`src/rtl/tx_stream_arbiter_pkg.sv`:
```
// Shared types and constants for the USB-CDC transmit stream arbiter.
// Also used by the bus arbiters that reuse tx_rr_pick.
package tx_stream_arbiter_pkg;

   typedef enum logic [1:0] {
      ARB_IDLE  = 2'd0,
      ARB_GRANT = 2'd1,
      ARB_TAG   = 2'd2
   } arb_state_e;

   localparam logic [7:0] ARB_TAG_BASE_DEFAULT = 8'hF0;

   // Idle counter width; keeps one bit when revocation is disabled so the port stays legal.
   function automatic int cnt_width(input int hold);
      return (hold <= 0) ? 1 : $clog2(hold + 1);
   endfunction

endpackage

```
`src/rtl/tx_rr_pick.sv`:
```
// Combinational round-robin selector: first asserted request after i_last, wrapping.
// Shared between the USB-CDC stream arbiter and the VGA/keyboard bus arbiter.
module tx_rr_pick #(
   parameter int N  = 2,
   parameter int IW = (N > 1) ? $clog2(N) : 1
) (
   input  logic [N-1:0]  i_req,
   input  logic [IW-1:0] i_last,
   output logic [IW-1:0] o_idx,
   output logic          o_any
);

   // Two passes: indices above the last owner first, then wrap to the low end.
   always_comb begin
      o_idx = '0;
      o_any = 1'b0;
      for (int i = 0; i < N; i++) begin
         if (!o_any && i_req[i] && (i > int'(i_last))) begin
            o_any = 1'b1;
            o_idx = IW'(i);
         end
      end
      for (int i = 0; i < N; i++) begin
         if (!o_any && i_req[i]) begin
            o_any = 1'b1;
            o_idx = IW'(i);
         end
      end
   end

endmodule

```
`src/rtl/tx_stream_arbiter.sv`:
```
// Packet-locked round-robin arbiter sharing the usbcdc transmit byte stream.
// Optional source-tag byte per grant when TX_STREAM_ARB_TAG_EN is defined.
//
// state     | meaning
// ----------+-------------------------------------------------------------
// ARB_IDLE  | no owner; pick next requester round-robin from last_grant+1
// ARB_TAG   | owner chosen; emit TAG_BASE|grant_id once output reg is free
// ARB_GRANT | owner streams bytes until a last byte or an idle timeout
module tx_stream_arbiter
   import tx_stream_arbiter_pkg::*;
#(
   parameter int         NREQ         = 2,
   parameter int         HOLD_TIMEOUT = 1024,
   parameter logic [7:0] TAG_BASE     = ARB_TAG_BASE_DEFAULT
) (
   input  logic                     clk,
   input  logic                     rst,
   input  logic [NREQ*8-1:0]        req_data,
   input  logic [NREQ-1:0]          req_valid,
   input  logic [NREQ-1:0]          req_last,
   output logic [NREQ-1:0]          req_ready,
   output logic [7:0]               out_data,
   output logic                     out_valid,
   input  logic                     out_ready,
   output logic [$clog2(NREQ)-1:0]  grant_id,
   output logic                     busy
);

   localparam int GW = $clog2(NREQ);
   localparam int CW = cnt_width(HOLD_TIMEOUT);

`ifdef TX_STREAM_ARB_TAG_EN
   localparam bit TAG_EN = 1'b1;
`else
   localparam bit TAG_EN = 1'b0;
`endif

   arb_state_e     r_state;
   arb_state_e     w_state_nxt;
   logic [GW-1:0]  r_grant_id;
   logic [GW-1:0]  r_last_grant;
   logic [CW-1:0]  r_idle_cnt;
   logic [7:0]     r_out_data;
   logic           r_out_valid;

   logic           w_pick_any;
   logic [GW-1:0]  w_pick_idx;
   logic           w_out_free;
   logic           w_own_valid;
   logic           w_own_last;
   logic [7:0]     w_own_data;
   logic           w_xfer;
   logic           w_load_tag;
   logic           w_timeout_hit;
   logic [7:0]     w_tag_byte;

   tx_rr_pick #(
      .N  (NREQ),
      .IW (GW)
   ) u_pick (
      .i_req  (req_valid),
      .i_last (r_last_grant),
      .o_idx  (w_pick_idx),
      .o_any  (w_pick_any)
   );

   assign w_out_free  = !r_out_valid || out_ready;
   assign w_own_valid = req_valid[r_grant_id];
   assign w_own_last  = req_last[r_grant_id];
   assign w_own_data  = req_data[{r_grant_id, 3'b000} +: 8];
   assign w_tag_byte  = TAG_BASE | 8'(r_grant_id);

   // Revoke on the idle cycle that completes HOLD_TIMEOUT consecutive idle cycles.
   assign w_timeout_hit = (HOLD_TIMEOUT != 0) && !w_own_valid
                          && (r_idle_cnt == CW'(HOLD_TIMEOUT - 1));

   always_comb begin
      w_state_nxt = r_state;
      req_ready   = '0;
      w_xfer      = 1'b0;
      w_load_tag  = 1'b0;
      case (r_state)
         ARB_IDLE: begin
            if (w_pick_any) begin
               w_state_nxt = TAG_EN ? ARB_TAG : ARB_GRANT;
            end
         end
         ARB_TAG: begin
            if (w_out_free) begin
               w_load_tag  = 1'b1;
               w_state_nxt = ARB_GRANT;
            end
         end
         ARB_GRANT: begin
            req_ready[r_grant_id] = w_out_free;
            w_xfer = w_own_valid && w_out_free;
            if (w_xfer && w_own_last) begin
               w_state_nxt = ARB_IDLE;
            end else if (w_timeout_hit) begin
               w_state_nxt = ARB_IDLE;
            end
         end
         default: w_state_nxt = ARB_IDLE;
      endcase
   end

   always_ff @(posedge clk) begin
      if (rst) begin
         r_state      <= ARB_IDLE;
         r_grant_id   <= '0;
         r_last_grant <= GW'(NREQ - 1);
         r_idle_cnt   <= '0;
         r_out_data   <= '0;
         r_out_valid  <= 1'b0;
      end else begin
         r_state <= w_state_nxt;

         if ((r_state == ARB_IDLE) && w_pick_any) begin
            r_grant_id   <= w_pick_idx;
            r_last_grant <= w_pick_idx;
         end

         if ((r_state != ARB_GRANT) || w_xfer || (w_state_nxt != ARB_GRANT)) begin
            r_idle_cnt <= '0;
         end else if (!w_own_valid && (r_idle_cnt != CW'(HOLD_TIMEOUT))) begin
            r_idle_cnt <= r_idle_cnt + 1'b1;
         end

         // A refill in the same cycle as out_ready keeps out_valid high for 1 byte/cycle.
         if (w_xfer) begin
            r_out_data  <= w_own_data;
            r_out_valid <= 1'b1;
         end else if (w_load_tag) begin
            r_out_data  <= w_tag_byte;
            r_out_valid <= 1'b1;
         end else if (out_ready) begin
            r_out_valid <= 1'b0;
         end
      end
   end

   assign out_data  = r_out_data;
   assign out_valid = r_out_valid;
   assign grant_id  = r_grant_id;
   assign busy      = (r_state != ARB_IDLE);

endmodule

```
`config.mk`:
```
export PLATFORM = sky130hd
export DESIGN_NAME = tx_stream_arbiter
export DESIGN_NICKNAME = d
export VERILOG_FILES = /design/src/rtl/tx_stream_arbiter_pkg.sv /design/src/rtl/tx_rr_pick.sv /design/src/rtl/tx_stream_arbiter.sv
export SDC_FILE = /design/constraint.sdc
export NUM_CORES = 1
export LEC_CHECK = 0
export ABC_AREA = 1
export BUFFER_PORTS_ARGS = -buffer_cell sky130_fd_sc_hd__buf_2
export CAP_MARGIN = 20
export CORE_MARGIN = 2
export CORE_UTILIZATION = 52
export DETAILED_ROUTE_END_ITERATION = 7
export PLACE_DENSITY = 0.91
export SLEW_MARGIN = 0
export SYNTH_ARGS = -nofsm -noshare
export SYNTH_HDL_FRONTEND = slang
export SYNTH_SLANG_ARGS = --single-unit
```
`constraint.sdc`:
```
create_clock -name clk -period 1.75 [get_ports clk]
set_clock_uncertainty 0.05 [all_clocks]
set_input_delay 0.2625 -clock clk [delete_from_list [all_inputs] [get_ports clk]]
set_output_delay 0.2625 -clock clk [all_outputs]
set_load 0.01 [all_outputs]
```
==> metrics.md <==
| Metric | Value |
|---|---|
| Status | finished clean |
| Fin worst setup slack | 171 ps |
| Ys Warns | 0 |
| R2r setup slk | between 150 and 200 ps |
| Register area share after synthesis | 34.5% |
| Footprint of the multi-input gates | 786 sq um |
| Worst path slowest cell | dfxtp_1 |
| Congestion Overflow GR | 0 |
| Max Fclk | 633 MHz |
| RSZ-0062 raised after global routing | false |
| Initial antenna violation count | 0 |
| Minimum clock period | roughly 1600 ps |
| Util after Layout | 66.8% |
| Worst-margin pin slew | 425 ps |
| Post-DP HPWL | 2.52 mm |
| CP Launch Type | flop |
| Ports | 36 |
| Final ANT Viol Nets | 0 |
| Syn nets | 252 |
| DR pass1 iterations | 4 |
| CTS H-tree lvls | 1 |
| CTS Hold Bufs | 0 |
| Clk buf depth | 2 |
| Register area | 480 sq um |
| Average wire per standard cell | 10.8 microns |
| Static Leakage | 0.785 nW |
| Vias in the first global route | 1402 |
| Clk Latency, worst-skew pair | 310 ps |
| Via count | between 1000 and 1500 |
| TritonCTS buffer count | 3 |
| Layout net count | 294 |
| Most frequent cells in the layout | nand2_1, nor2_1, buf_2, inv_1, dfxtp_1 |
| Largest cells by area after synthesis | dfxtp_1, nand2_1, nor2_1 |
| Area grow syn2layout | 19.9% |
| Largest area contributor in the netlist | dfxtp_1 |
| Post-Route Setup TNS | 0 ps |
| Sink Count | 24 |
| Synthesized area | ~1400 sq um |
| Initial Utilization | 55.7% |
| Crit Path Max Fanout | 11 |
| Tot Pwr | 1.07 mW |
| First-pass GRT wire length | 5.53 mm |
| Power density cells | 642 nW/um^2 |
| Dpl cell area | around 1600 sq um |
| WL final | ~3.2 mm |
| Slowest cell delay on critical path | 430 ps |
| Final Hold Viols | 0 |
| Fin area | 1670 sq um |
| Vias per Instance | 4.97 |
| Syn Inst Count | 227 |
| Avg Cell Area, Syn | 6.13 sq um |
| Setup-failing EPs final | 0 |
| Worst path arrival time | around 1700 ps |
| Largest net degree at the start of global routing | 14 |
| CTS tree | done |
| Placed cells | around 300 |
| Die Height | 55.8 microns |
| Die W | approximately 56 microns |
| CP Capture Type | flop |
| GP Congestion | between 0.8 and 0.9 |
| Share of cells above drive strength 1 | 21.6% |
| Core area | 2500 sq um |
| IO buf count | 35 |
| Max-slew violations | 0 |
| IR Drop Worst-Case VDD | 0.531 mV |
| Hold Slack | 188 ps |
| Rows | 18 |
| Worst hold path class | primary input to flop |
| Die Area | 3110 sq um |
| Post-synthesis cell type count | 23 |
| CTS root buffer | clkbuf_4 |
| WP data required | 1910 ps |
| Max-cap violations | 0 |
| Area share of the largest cell type after synthesis | 34.5% |
| FILL cells | 217 |
| DR iter-0 viols | 38 |
| DRC viols | 0 |
| Commonest non-fill, non-tap cell in the layout | nand2_1 |
| Global Route Usage Sum | 21.5% |
| Crit Path Class | flop to flop |
| Non-filler cells, final | 298 |
| Critical Path, Cell by Cell | ha_1, nand3_1, nor2_1, nand2_1, nand3_1, nand2_1, nand2_2, nor2_1 |
| Clk pin slew, worst setup/hold paths | 130 ps |
| Final worst-path cycle share | 90.2% |
| Yosys reg bits | 24 |
| Slew HR | a little under three quarters |
| Antenna diode count | 0 |
| DP Worst Slack | 94.8 ps |
==> sequential cells by signal, indices dropped and copies added, names as in the netlist <==
signal and cells:
r_idle_cnt 11, r_last_grant 1, out_data 8, r_state 2
out_valid 1, grant_id 1
==> cells by family (layout without fill, tap and decap cells) <==
| group | Yosys count | in the layout | synth area share (%) |
|---|---|---|---|
| xor+xnor | 5 | 5 | 3.14 |
| compound gates | 14 | 14 | 6.47 |
| simple gates | 149 | 149 | 44.1 |
| fa+ha+maj | 2 | 2 | 1.80 |
| buf+inv | 33 | 74 | 9.97 |
| flops | 24 | 24 | 34.5 |
==> final cells by class <==
cell class / instances / share of cell area (%)
multi-input cells: 170 / 47.1
flip-flops and latches: 24 / 28.8
repair buffers: 41 / 13.2
inverters: 29 / 6.52
well taps: 30 / 2.25
clock buffers: 4 / 2.17
==> worst max-delay path: cells and delay by family, from the launching register on <==
family	cells	cell delay, ps
DFF	1	430
adders and majority gates	1	190
and+or+nand+nor	7	820
==> path summary, 6_finish.rpt <==
| check | startpoint | to | cells past startpoint |
|---|---|---|---|
| max | r_idle_cnt[1] | r_idle_cnt[0] | 8 |
| min reg2reg | out_data[3] | out_data[3] | 2 |
| min | rst | out_data[3] | 2 |
| max reg2reg | r_idle_cnt[1] | r_idle_cnt[0] | 8 |
==> Yosys cell counts (all sizes together) <==
library cell,instances
nor3,1
o21bai,1
xnor2,1
nor2b,1
a211oi,1
nor2,43
nand2,81
ha,2
dfxtp,24
nand4,2
nand3b,1
inv,29
buf,2
a21oi,8
xor2,4
nand3,20
clkbuf,2
o21ai,4
==> what timing repair did <==
action	CTS	global route
endpoints found under the setup margin	0	13
hold endpoints to repair	0	0
resized for setup	0	5
setup buffers	0	0
==> routing by layer <==
layer	vias up	global-route usage, %	wire length (microns)
li1	779	-	-
met1	640	24.9	1390
met2	52	38.8	1530
met3	9	3.72	204
met4	0	8.71	80
met5	-	0	0
==> power by group <==
part | internal, mW | leakage, nW | switching [mW] | total [mW]
Sequential | 0.569 | 0.195 | 0.0129 | 0.582
Clock | 0.127 | 0.0210 | 0.156 | 0.283
Combinational | 0.0781 | 0.569 | 0.129 | 0.207
Total | 0.774 | 0.785 | 0.298 | 1.07
(Power assumes the default switching activity.)
